$ cat src/rtl/fifo_width_converter_pkg.sv
// Shared helpers for fifo_width_converter: conversion mode and width-ratio arithmetic.
package fifo_width_converter_pkg;

    typedef enum logic [1:0] {
        MODE_EQUAL = 2'd0,
        MODE_UP    = 2'd1,
        MODE_DOWN  = 2'd2
    } conv_mode_e;

    function automatic int narrow_width(input int a, input int b);
        return (a < b) ? a : b;
    endfunction

    function automatic int wide_width(input int a, input int b);
        return (a < b) ? b : a;
    endfunction

    function automatic bit widths_compatible(input int a, input int b);
        return (narrow_width(a, b) > 0) && ((wide_width(a, b) % narrow_width(a, b)) == 0);
    endfunction

    function automatic int width_ratio(input int a, input int b);
        return wide_width(a, b) / narrow_width(a, b);
    endfunction

    function automatic conv_mode_e conv_mode(input int in_w, input int out_w);
        if (in_w == out_w)
            return MODE_EQUAL;
        else if (in_w < out_w)
            return MODE_UP;
        else
            return MODE_DOWN;
    endfunction

endpackage

$ cat src/rtl/fifo_width_converter.sv
// Registered stream width converter: packs R narrow words into one wide word,
// splits one wide word into R narrow words, or acts as a register slice when R = 1.
module fifo_width_converter
    import fifo_width_converter_pkg::*;
#(
    parameter int IWidth  = 64,
    parameter int OWidth  = 512,
    parameter int Reverse = 0
) (
    input  logic              Clock,
    input  logic              Reset,
    input  logic [IWidth-1:0] InData,
    input  logic              InValid,
    output logic              InAccept,
    output logic [OWidth-1:0] OutData,
    output logic              OutValid,
    input  logic              OutReady
);

    localparam int         W      = narrow_width(IWidth, OWidth);
    localparam int         R      = width_ratio(IWidth, OWidth);
    localparam conv_mode_e Mode   = conv_mode(IWidth, OWidth);
    localparam int         CountW = (R < 2) ? 1 : $clog2(R + 1);

    // Narrow slice that holds the i-th word in arrival order.
    function automatic int slice_index(input int i);
        return (Reverse != 0) ? (R - 1 - i) : i;
    endfunction

    logic in_fire;
    logic out_fire;

    assign in_fire  = InValid && InAccept;
    assign out_fire = OutValid && OutReady;

    generate
        if (!widths_compatible(IWidth, OWidth)) begin : g_bad_widths
            $error("fifo_width_converter: wider port must be an integer multiple of the narrower port");
        end else if (Mode == MODE_UP) begin : g_up
            logic [CountW-1:0] count_p0;
            logic [OWidth-1:0] data_p0;

            // A drain and an accept in the same cycle restart the word at count 1.
            always_ff @(posedge Clock or negedge Reset) begin
                if (!Reset)
                    count_p0 <= '0;
                else if (out_fire)
                    count_p0 <= in_fire ? CountW'(1) : '0;
                else if (in_fire)
                    count_p0 <= count_p0 + CountW'(1);
            end

            // Shift direction decides whether the first word ends up at the top or the bottom.
            always_ff @(posedge Clock) begin
                if (in_fire) begin
                    if (Reverse != 0)
                        data_p0 <= {data_p0[OWidth-IWidth-1:0], InData};
                    else
                        data_p0 <= {InData, data_p0[OWidth-1:IWidth]};
                end
            end

            assign InAccept = (count_p0 < CountW'(R)) || OutReady;
            assign OutValid = (count_p0 == CountW'(R));
            assign OutData  = data_p0;
        end else if (Mode == MODE_DOWN) begin : g_down
            logic [CountW-1:0] count_p0;
            logic [IWidth-1:0] hold_p0;

            always_ff @(posedge Clock or negedge Reset) begin
                if (!Reset)
                    count_p0 <= '0;
                else if (in_fire)
                    count_p0 <= CountW'(R);
                else if (out_fire)
                    count_p0 <= count_p0 - CountW'(1);
            end

            // The current chunk always sits in the slice of the first word; shifting exposes the next.
            always_ff @(posedge Clock) begin
                if (in_fire)
                    hold_p0 <= InData;
                else if (out_fire) begin
                    if (Reverse != 0)
                        hold_p0 <= hold_p0 << W;
                    else
                        hold_p0 <= hold_p0 >> W;
                end
            end

            assign InAccept = (count_p0 == '0) || ((count_p0 == CountW'(1)) && OutReady);
            assign OutValid = (count_p0 != '0);
            assign OutData  = hold_p0[slice_index(0)*W +: W];
        end else begin : g_equal
            logic              vld_p0;
            logic [OWidth-1:0] data_p0;

            always_ff @(posedge Clock or negedge Reset) begin
                if (!Reset)
                    vld_p0 <= 1'b0;
                else if (in_fire)
                    vld_p0 <= 1'b1;
                else if (out_fire)
                    vld_p0 <= 1'b0;
            end

            always_ff @(posedge Clock) begin
                if (in_fire)
                    data_p0 <= InData;
            end

            assign InAccept = !vld_p0 || OutReady;
            assign OutValid = vld_p0;
            assign OutData  = data_p0;
        end
    endgenerate

endmodule

$ cat config.mk
export PLATFORM = sky130hd
export DESIGN_NAME = fifo_width_converter
export DESIGN_NICKNAME = d
export VERILOG_FILES = /design/src/rtl/fifo_width_converter_pkg.sv /design/src/rtl/fifo_width_converter.sv
export SDC_FILE = /design/constraint.sdc
export NUM_CORES = 1
export LEC_CHECK = 0
export ABC_AREA = 1
export BUFFER_PORTS_ARGS = -buffer_cell sky130_fd_sc_hd__buf_2
export CAP_MARGIN = 20
export CORE_ASPECT_RATIO = 1.75
export CORE_MARGIN = 2
export CORE_UTILIZATION = 31
export CTS_CLUSTER_DIAMETER = 60
export DETAILED_ROUTE_END_ITERATION = 10
export HOLD_SLACK_MARGIN = 0.02
export PLACE_DENSITY = 0.6
export SETUP_SLACK_MARGIN = 0.05
export SLEW_MARGIN = 5
export SYNTH_ARGS = -nofsm -noshare
export SYNTH_HDL_FRONTEND = slang
export SYNTH_SLANG_ARGS = --single-unit
$ cat constraint.sdc
create_clock -name Clock -period 18.3 [get_ports Clock]
set_input_delay 2.745 -clock Clock [delete_from_list [all_inputs] [get_ports Clock]]
set_output_delay 2.745 -clock Clock [all_outputs]
set_load 0.05 [all_outputs]
==> summary.txt <==
CTS
  – Clk pin slew, worst setup/hold paths: ~0.060 ns
  – Post-CTS Setup Bufs: 0
  – CTS resizes: 0
  – CTS H-tree depth: 2
  – Sink Count: 516
  – Clock Path Buffers: 3
  – Post-CTS Hold Fix Bufs: 0
  – Inserted Clock Buffers: 47
  – CTS tree: built
  – Clk_lat worst skew: 0.55 ns
  – CTS root buf: clkbuf_16

Detailed routing
  – Iter 0 DRT Violations: just under 700
  – Wire length after detailed routing: 39300 um
  – Wire length per cell: 20.9 um
  – TritonRoute pass-1 iters: 4
  – Routed Antenna Nets: 0
  – DRC: 0
  – Drt via density: 4.22
  – Vias: 7921

Global routing
  – Largest net degree at the start of global routing: 189
  – GRT overflow: 0
  – First-pass GRT wire length: 54100 um
  – Initial antenna violation count: 2
  – Vias in the first global route: 7831
  – Total GRT Usage: 0.141

Critical path
  – Crit Path Max Fanout: ~190
  – CP startpoint kind: input port
  – Crit end category: flop
  – Worst r2r src: g_up.count_p0[3]
  – Worst Setup SP: OutReady
  – WS Path Type: input port to flop
  – R2R setup slack: 13.71 ns
  – Reg2Reg Capture Point: OutData[82]
  – Worst EP arrival: 6.64 ns
  – Worst setup path endpoint: OutData[82]
  – Reg2Reg Depth: 6
  – CP required: 18.46 ns

Synth
  – Synth top area cells: edfxtp_1 98%, dfrtp_1 0.64%, nand2_1 0.22%, ha_1 0.16%, nand3_1 0.13%
  – Yosys reg bits: roughly 520
  – Share of the yosys chip area belonging to registers: 0.989
  – Mapped Nets: 616
  – Yosys cell types: 14
  – Async set-reset flop share out of synthesis: 0.00775
  – Area share of the largest cell type after synthesis: 0.983
  – Post-Syn Area: 15600 sq um
  – Post-synth EDFFs: 512
  – Syn Area/Cell: 28.6 sq um
  – Syn. warnings: 0
  – Syn Inst Count: 546
  – Most frequent cell after synthesis: edfxtp_1
  – Yosys top cell by area: edfxtp_1
  – Predominant post-synthesis flop cell: edfxtp_1
  – Commonest cells post-synth: 512 x edfxtp_1, 9 x nand2_1, 5 x inv_1

Hold path
  – Hold Path Class: flop to flop
  – Hold_sp: OutData[362]

Timing
  – Fin worst setup slack: 11.82 ns
  – Fin Setup TNS: 0 ns
  – Post-layout minimum cycle time: approximately 6.5 ns
  – Relative slew slack: 0.311
  – Max Clk Rate: 0.154 GHz
  – Hold_ws: 0.440 ns
  – Endpoints failing setup: 0
  – Worst Tran Pin Value: 1.03 ns
  – Clock skew: 0.0192 ns
  – Final Hold Viols: 0
  – RSZ-0062 raised after global routing: false
  – Fin. max-slew vios: 0
  – Final period utilization: 0.354

Finish
  – Nets: 1252
  – Syn-to-layout area delta: 34.9%
  – Number of diodes: 0
  – Multi-input gate area: 156 sq um
  – Layout cell share with drive strength beyond 1: 0.552
  – Reg area: 15500 sq um
  – Fill count: about 4500

Floorplan
  – Chip Height: 301 um
  – Num rows: 108
  – Die ar.: 52300 sq um
  – Die W: around 170 um
  – Starting density of the core: 0.315
  – Core area: 49700 sq um
  – Top Ports: 582

Power
  – Peak supply drop: 0.0000948 V
  – Pleak: 8.23 nW
  – PD cells: 165 nW/um^2

Placement
  – I/O Buffers: 581
  – Routability congestion estimate: 0.859
  – Post-Place Worst Slack: 11.19 ns
  – Hpwl dp: 29400 um

Status
  – Run status: complete, no violations

Flow run
  – MaxCap Viol Count: 0
registers in the layout (all words and copies together) (netlist names):
name and count:
OutData 512, g_up.count_p0 4
worst min path at each step:
stage,end,slack (ns),cells after the start
2_1_floorplan,g_up.count_p0[1],0.53,2
6_report,OutData[298],0.44,0
3_3_place_gp,OutData[290],0.43,0
5_1_grt,OutData[291],0.45,0
3_5_place_dp,OutData[143],0.43,0
4_1_cts,OutData[298],0.44,0
routing by layer:
metal | global-route usage | share of wire | wire, um | vias up
met5 | 0 | 0.00033 | 13 | -
met4 | 0.0646 | 0.042 | 1630 | 2
met3 | 0.0361 | 0.073 | 2880 | 87
met2 | 0.237 | 0.50 | 19600 | 422
met1 | 0.172 | 0.39 | 15100 | 3934
li1 | - | - | - | 3476
placed cells by master (no fill, tap or decap), drive strengths merged, types with 4 or more instances in the layout:
cell,Yosys,routed
dfrtp,4,4
nand2,12,12
nand3,4,4
inv,5,11
edfxtp,512,512
clkinvlp,0,5
clkinv,0,16
clkbuf,0,51
bufinv,0,8
buf,0,587
where the power goes:
group / total [W] / leakage [nW] / internal, W / switching [W]
logic: 0.000823 / 2.44 / 0.000117 / 0.000706
registers: 0.00164 / 4.99 / 0.00154 / 0.0000981
clock network: 0.00103 / 0.801 / 0.000602 / 0.000429
total: 0.00349 / 8.23 / 0.00226 / 0.00123
critical path: stages:
cell and delay [ns]:
buf_2 0.12, inv_1 0.08, a21oi_4 0.14, buf_12 0.68, buf_4 0.86, buf_4 0.64, buf_12 0.31, buf_4 0.82
cell families (layout without fill, tap and decap cells):
family / Yosys count / in the layout / share of synthesized area
buffers and inverters: 5 / 678 / 0.00120
DFF: 516 / 516 / 0.989
AOI/OAI and AO/OA: 3 / 3 / 0.00120
adders and majority gates: 2 / 2 / 0.00160
and+or+nand+nor: 19 / 19 / 0.00616
xor gates and xnor gates: 1 / 1 / 0.000560
through the flow:
stage	cells	cell area [sq um]	util	total power (W)
3_3_place_gp	1792	19400	0.391	0.00248
2_1_floorplan	546	15700	-	0.00230
4_1_cts	1878	21100	0.424	0.00353
6_report	1879	21100	0.424	0.00349
5_1_grt	1879	21100	0.424	0.00360
3_5_place_dp	1792	19400	0.391	0.00249
final cells by class:
cell class,instances,area share
Multi-Input combinational cell,25,0.00741
Tap cell,660,0.0391
Sequential cell,516,0.734
Inverter,5,0.000890
Clock buffer,51,0.0579
Clock inverter,35,0.0199
Timing Repair Buffer,587,0.141
Power figures use the tool's default switching activity.
